### src/rtl/ws2812_bit_decoder.sv
// ws2812_bit_decoder: measures pulse widths on a WS2812-style serial line, classifies
// bits, assembles MSB-first pixels and flags frame ends and timing violations.
`default_nettype none
`timescale 1ns/1ps

module ws2812_bit_decoder #(
  parameter int CLK_PERIOD_NS  = 10,
  parameter int T0H_NS         = 350,
  parameter int T1H_NS         = 700,
  parameter int T0L_NS         = 800,
  parameter int T1L_NS         = 600,
  parameter int TOL_NS         = 150,
  parameter int TRESET_NS      = 50000,
  parameter int BITS_PER_PIXEL = 24,
  parameter int MAX_PIXELS     = 1024
) (
  input  logic                          clk,
  input  logic                          rst,
  input  logic                          i_din,
  output logic [BITS_PER_PIXEL-1:0]     o_pixel,
  output logic                          o_pixel_valid,
  output logic [$clog2(MAX_PIXELS)-1:0] o_pixel_index,
  output logic                          o_frame_end,
  output logic                          o_err_high,
  output logic                          o_err_low,
  output logic [15:0]                   o_err_count
);

  localparam int IW         = $clog2(MAX_PIXELS);
  localparam int BW         = $clog2(BITS_PER_PIXEL + 1);
  localparam int T0H_MIN    = (T0H_NS - TOL_NS) / CLK_PERIOD_NS;
  localparam int T0H_MAX    = (T0H_NS + TOL_NS) / CLK_PERIOD_NS;
  localparam int T1H_MIN    = (T1H_NS - TOL_NS) / CLK_PERIOD_NS;
  localparam int T1H_MAX    = (T1H_NS + TOL_NS) / CLK_PERIOD_NS;
  localparam int TL_LO_NS   = (T0L_NS < T1L_NS) ? T0L_NS : T1L_NS;
  localparam int TL_HI_NS   = (T0L_NS > T1L_NS) ? T0L_NS : T1L_NS;
  localparam int TL_MIN     = (TL_LO_NS - TOL_NS) / CLK_PERIOD_NS;
  localparam int TL_MAX     = (TL_HI_NS + TOL_NS) / CLK_PERIOD_NS;
  localparam int TRESET_CYC = TRESET_NS / CLK_PERIOD_NS;
  localparam int CW         = $clog2(TRESET_CYC + 1);

  localparam logic [CW-1:0] C_T0H_MIN = CW'(T0H_MIN);
  localparam logic [CW-1:0] C_T0H_MAX = CW'(T0H_MAX);
  localparam logic [CW-1:0] C_T1H_MIN = CW'(T1H_MIN);
  localparam logic [CW-1:0] C_T1H_MAX = CW'(T1H_MAX);
  localparam logic [CW-1:0] C_TL_MIN  = CW'(TL_MIN);
  localparam logic [CW-1:0] C_TL_MAX  = CW'(TL_MAX);
  localparam logic [CW-1:0] C_TRESET  = CW'(TRESET_CYC);
  localparam logic [BW-1:0] C_BPP     = BW'(BITS_PER_PIXEL);
  localparam logic [IW-1:0] C_IDX_MAX = IW'(MAX_PIXELS - 1);

  if (!(T0H_MAX < T1H_MIN || T1H_MAX < T0H_MIN)) begin : g_bad_high_windows
    $error("ws2812_bit_decoder: T0H and T1H windows overlap");
  end
  if (TL_MAX >= TRESET_CYC) begin : g_bad_low_window
    $error("ws2812_bit_decoder: low window reaches the reset time");
  end

  typedef enum logic [1:0] {
    WAIT_RESET = 2'd0,
    IDLE       = 2'd1,
    HIGH       = 2'd2,
    LOW        = 2'd3
  } state_t;

  state_t state, state_n;

  logic                      din_meta, din_sync, din_prev;
  logic                      rise, fall;
  logic [CW-1:0]             width_cnt;
  logic [BITS_PER_PIXEL-1:0] shreg;
  logic [BW-1:0]             bit_cnt;
  logic [IW-1:0]             pix_idx;
  logic                      shift_en, shift_bit, drop;
  logic                      err_high_n, err_low_n, frame_end_n;
  logic                      in_t0h, in_t1h, in_low;

  always_ff @(posedge clk or posedge rst) begin
    if (rst) begin
      din_meta <= 1'b0;
      din_sync <= 1'b0;
      din_prev <= 1'b0;
    end else begin
      din_meta <= i_din;
      din_sync <= din_meta;
      din_prev <= din_sync;
    end
  end

  assign rise = din_sync & ~din_prev;
  assign fall = ~din_sync & din_prev;

  // Loaded with 1 on an edge so the value seen at the next edge equals the pulse width.
  always_ff @(posedge clk or posedge rst) begin
    if (rst) begin
      width_cnt <= '0;
    end else if (rise || fall) begin
      width_cnt <= CW'(1);
    end else if (width_cnt != C_TRESET) begin
      width_cnt <= width_cnt + 1'b1;
    end
  end

  assign in_t0h = (width_cnt >= C_T0H_MIN) && (width_cnt <= C_T0H_MAX);
  assign in_t1h = (width_cnt >= C_T1H_MIN) && (width_cnt <= C_T1H_MAX);
  assign in_low = (width_cnt >= C_TL_MIN) && (width_cnt <= C_TL_MAX);

  always_ff @(posedge clk or posedge rst) begin
    if (rst) begin
      state <= WAIT_RESET;
    end else begin
      state <= state_n;
    end
  end

  always_comb begin
    state_n     = state;
    shift_en    = 1'b0;
    shift_bit   = 1'b0;
    drop        = 1'b0;
    err_high_n  = 1'b0;
    err_low_n   = 1'b0;
    frame_end_n = 1'b0;
    case (state)
      WAIT_RESET: begin
        if (!din_sync && !rise && width_cnt == C_TRESET) begin
          state_n = IDLE;
        end
      end
      IDLE: begin
        if (rise) begin
          state_n = HIGH;
        end
      end
      HIGH: begin
        if (fall) begin
          if (in_t0h || in_t1h) begin
            shift_en  = 1'b1;
            shift_bit = in_t1h;
            state_n   = LOW;
          end else begin
            err_high_n = 1'b1;
            drop       = 1'b1;
            state_n    = WAIT_RESET;
          end
        end else if (width_cnt == C_TRESET) begin
          err_high_n = 1'b1;
          drop       = 1'b1;
          state_n    = WAIT_RESET;
        end
      end
      LOW: begin
        if (rise) begin
          if (in_low) begin
            state_n = HIGH;
          end else begin
            err_low_n = 1'b1;
            drop      = 1'b1;
            state_n   = WAIT_RESET;
          end
        end else if (width_cnt == C_TRESET) begin
          frame_end_n = 1'b1;
          drop        = 1'b1;
          state_n     = IDLE;
        end
      end
      default: state_n = WAIT_RESET;
    endcase
  end

  // A dropped frame (error or latch) restarts pixel numbering at zero.
  always_ff @(posedge clk or posedge rst) begin
    if (rst) begin
      shreg         <= '0;
      bit_cnt       <= '0;
      pix_idx       <= '0;
      o_pixel       <= '0;
      o_pixel_index <= '0;
      o_pixel_valid <= 1'b0;
    end else begin
      o_pixel_valid <= 1'b0;
      if (drop) begin
        shreg   <= '0;
        bit_cnt <= '0;
        pix_idx <= '0;
      end else if (bit_cnt == C_BPP) begin
        o_pixel       <= shreg;
        o_pixel_index <= pix_idx;
        o_pixel_valid <= 1'b1;
        bit_cnt       <= '0;
        if (pix_idx != C_IDX_MAX) begin
          pix_idx <= pix_idx + 1'b1;
        end
      end else if (shift_en) begin
        shreg   <= {shreg[BITS_PER_PIXEL-2:0], shift_bit};
        bit_cnt <= bit_cnt + 1'b1;
      end
    end
  end

  always_ff @(posedge clk or posedge rst) begin
    if (rst) begin
      o_frame_end <= 1'b0;
      o_err_high  <= 1'b0;
      o_err_low   <= 1'b0;
      o_err_count <= '0;
    end else begin
      o_frame_end <= frame_end_n;
      o_err_high  <= err_high_n;
      o_err_low   <= err_low_n;
      if ((err_high_n || err_low_n) && o_err_count != 16'hFFFF) begin
        o_err_count <= o_err_count + 1'b1;
      end
    end
  end

endmodule

`default_nettype wire
### config.mk
export PLATFORM = sky130hd
export DESIGN_NAME = ws2812_bit_decoder
export DESIGN_NICKNAME = d
export VERILOG_FILES = /design/src/rtl/ws2812_bit_decoder.sv
export SDC_FILE = /design/constraint.sdc
export NUM_CORES = 1
export LEC_CHECK = 0
export ABC_AREA = 0
export BUFFER_PORTS_ARGS = -buffer_cell sky130_fd_sc_hd__buf_4
export CELL_PAD_IN_SITES_DETAIL_PLACEMENT = 1
export CELL_PAD_IN_SITES_GLOBAL_PLACEMENT = 2
export CORE_ASPECT_RATIO = 2
export CORE_MARGIN = 3
export CORE_UTILIZATION = 39
export CTS_BUF_LIST = sky130_fd_sc_hd__clkbuf_16
export CTS_CLUSTER_DIAMETER = 60
export DETAILED_ROUTE_END_ITERATION = 7
export GPL_TIMING_DRIVEN = 0
export PLACE_DENSITY_LB_ADDON = 0.1
export SLEW_MARGIN = 15
export SYNTH_ARGS = -nofsm -noshare
export SYNTH_HDL_FRONTEND = slang
export SYNTH_SLANG_ARGS = --single-unit
export TNS_END_PERCENT = 50
### constraint.sdc
create_clock -name clk -period 4.3 [get_ports clk]
set_clock_uncertainty 0.05 [all_clocks]
set_input_delay 0.215 -clock clk [delete_from_list [all_inputs] [get_ports clk]]
set_output_delay 0.215 -clock clk [all_outputs]
set_load 0.05 [all_outputs]
==> flow_summary.toml <==
[logic_synthesis]
synthFlopType = "dfrtp_1"
avgSynthCellArea_um2 = 11.9
synth_fp_nets = 442
yosysUniqueCellTypes = 55
synth-seq-area-share_pct = 54.3
ys_ff_latch = 111
synth_edf_count = 0
netlist_area_mm2 = 0.00511
async_flop_share_pct = 100
syn_inst = 430
ys_warn_count = 0

[floorplanning]
io_pins = 57
die-area_mm2 = 0.0146
die_w_um = 87.0
start_util_pct = 40.3
rows = 58
die_y_um = 168
coreArea_mm2 = 0.0127

[place]
place.gp.congestion = 0.750
dp_slack_ns = 1.30
io_buffers = 56
dpl_cell_area_mm2 = 0.00575
dp.cells = 637
hpwlAfterDp_um = 8060

[worst_setup_path]
critPathCaptureType = "flop"
crit_buf_inv = 1
r2r_slack_ns = 1.31
r2r_end = "o_pixel_index[0]$_DFFE_PP0P_"
reg2reg_depth = 8
path_max_fanout = 10
startpoint_type = "flop"
cpLargestDelayFamily = "compound AO/OA/AOI/OAI gates"
cpPeakStageDelay_ns = 0.52
reg2reg_from = "width_cnt[1]$_DFFE_PP0P_"
worstPathCellList = "ha_1 -> nor2_1 -> a2111o_1 -> a211oi_4 -> o22ai_4 -> nor2_4 -> buf_6 -> mux2_1"
crit_slowest_cell = "dfrtp_1"
cp.required_ns = 4.47
crit_type = "reg -> reg"
arrival_ns = 3.17

[clock_network]
clk_path_buf_depth = 2
clk_pin_slew_worst_paths_ns = 0.07
cts_root_buf = "clkbuf_16"
h-tree-depth = 3
clock-sinks = 111
worstSkewPairLatency_ns = 0.35
post-cts-setup-buffer-count = 0
cts_tree = "done"
cts_buffers = 9

[finish]
drive_gt1_share_pct = 20.4
diodes = 0
seqCellArea_mm2 = 0.00278
stdcell_area_mm2 = 0.00604
multi_input_area_mm2 = 0.00218
n_fill_cell = 1383
area_growth_pct = 18.2
finalNonFillerCells = 654
fin_util_pct = 47.6
fin_nets = 512

[sta]
min_period_ns = 2.99
hold_viol = 0
worstMarginPinSlew_ns = 0.827
relSlewSlack_pct = 44.2
holdWs_ns = 0.301
setup_viol = 0
fmax_ghz = 0.334
final-max-slew-violation-count = 0
rsz0062_at_grt = "no"
worst_slack_ns = 1.31
finalCritPeriodShare_pct = 69.7

[detailed_routing]
vias_per_cell = 5.34
ant_nets = 0
drc = 0
drtIter0Drc = 69
wire_per_inst_um = 16.9
postRouteWirelength_um = 11000
vias = 3490
drt_first_pass_iters = 4

[pwr]
p_leak_uw = 0.00318
p_per_area_mw_per_mm2 = 317
peakVddDrop_uv = 241

[global_routing]
grt_max_degree = 85
grt_pass1_vias = 3749
use_met2_pct = 29.5
grt-ovfl-total = 0
grt.total_usage_pct = 16.4
met1_usage_pct = 19.1
grt_pass1_wl_um = 19200
top_usage_layer = "met2"
antenna_found_initial = 0
use_met3_pct = 2.50

[job]
drv_cap = 0

[min_path]
worstHoldStart = "din_meta$_DFF_PP0_"
holdPathEnd = "din_sync$_DFF_PP0_"
hp-class = "reg -> reg"
hold_depth = 0

[run_status]
outcome = "finished, final reports clean"
[power by group]
group | switching [µW] | internal, µW | total (µW)
combinational | 51.1 | 26.8 | 77.9
sequential | 12.0 | 1050 | 1060
clock | 382 | 393 | 775
[cells in the mapped netlist (2+ instances only)]
library cell	instances	area share (%)
o211ai_1	4	0.59
nand3_1	23	2.3
o21a_1	3	0.44
a211oi_1	2	0.29
nand2b_1	2	0.24
nand2_1	18	1.3
and2_1	14	1.7
buf_6	6	1.3
inv_1	11	0.81
buf_2	4	0.39
ha_1	9	2.2
or4_1	4	0.59
and3_1	5	0.61
xor2_1	22	3.8
nor2_1	48	3.5
nand4_1	5	0.61
and4b_1	2	0.39
nor4_1	6	0.73
dfrtp_1	111	54
a21oi_1	7	0.69
xnor2_1	12	2.1
and4_1	3	0.51
nor3_1	8	0.78
mux2_1	29	6.4
o21ai_0	5	0.49
mux2i_1	25	4.9
nor4b_1	2	0.34
clkbuf_1	5	0.37
mux2_2	7	1.5
nor3b_1	3	0.44
[state kept, by name (all words and copies together) (netlist names), 2 cells and up]
signal and cells:
pix_idx 10, width_cnt 13, shreg 24, o_pixel_index 10
o_pixel 24, bit_cnt 5, o_err_count 16, state 2
[repair_timing]
action | CTS | global route
gates resized for setup | 0 | 0
hold buffers | 2 | 0
endpoints found under the hold margin | 28 | 0
[cells in the final DEF (no fill, tap or decap), types with 2 or more instances in the layout]
cell type and instances:
buf_4 57, clkinvlp_4 3, a21oi_1 7, xor2_1 22, and2_1 14, nor4b_1 2, and3_1 5, and4b_1 2
inv_1 10, clkbuf_16 9, nor4_1 6, and4_1 3, mux2_2 7, mux2_1 29, nand2b_1 2, ha_1 9
nand2_1 18, mux2i_1 25, a211oi_1 2, o21ai_0 5, dfrtp_1 111, nor2_1 48, o211ai_1 4, clkbuf_1 5
buf_6 6, xnor2_1 12, nor3_1 8, o21a_1 3, dlygate4sd3_1 2, buf_2 4, nand4_1 5, or4_1 4
nor3b_1 3, nand3_1 23
[routing by layer]
metal / share of wire (%) / up-vias
met3: 2.5 / 15
met1: 39 / 1787
li1: - / 1643
met4: 1.9 / 0
met5: 0 / -
met2: 56 / 45
[cell type report]
type                            instances  area share [%]
Inverter                               11           0.766
Timing Repair Buffer                   59            7.74
Buffer                                 16            1.88
Multi-Input combinational cell        292            36.1
Tap cell                              150            3.10
Clock buffer                            9            3.73
Sequential cell                       111            46.0
Clock inverter                          6           0.766
[worst max-delay path by stage]
stage                                         from                            to  cells after the start
after floorplan                                rst        bit_cnt[0]$_DFFE_PP0P_                      1
after global placement                         rst      width_cnt[2]$_DFFE_PP0P_                      2
after detailed placement  width_cnt[1]$_DFFE_PP0P_       o_pixel[11]$_DFFE_PP0P_                      8
after CTS                 width_cnt[1]$_DFFE_PP0P_  o_pixel_index[0]$_DFFE_PP0P_                      8
after global routing      width_cnt[1]$_DFFE_PP0P_       o_pixel[11]$_DFFE_PP0P_                      8
final                     width_cnt[1]$_DFFE_PP0P_  o_pixel_index[0]$_DFFE_PP0P_                      8
[cells by family (layout without fill, tap and decap cells)]
group / after synthesis / count (layout) / share of synthesized area [%]
XOR/XNOR: 34 / 34 / 5.82
adder cells (fa/ha/maj): 9 / 9 / 2.20
AND/OR/NAND/NOR: 150 / 150 / 15.5
buffers and inverters: 27 / 101 / 3.03
multiplexers: 61 / 61 / 12.8
AO/OA/AOI/OAI: 38 / 38 / 6.24
flip-flops: 111 / 111 / 54.3
[through the flow]
stage | total power [µW] | setup TNS [ns]
final | 1920 | 0
after global routing | 2000 | 0
after CTS | 1950 | 0
after detailed placement | 1160 | 0
after global placement | 1160 | -24.26
after floorplan | 1140 | 0
Note: power is estimated with default switching activity, not from simulation.
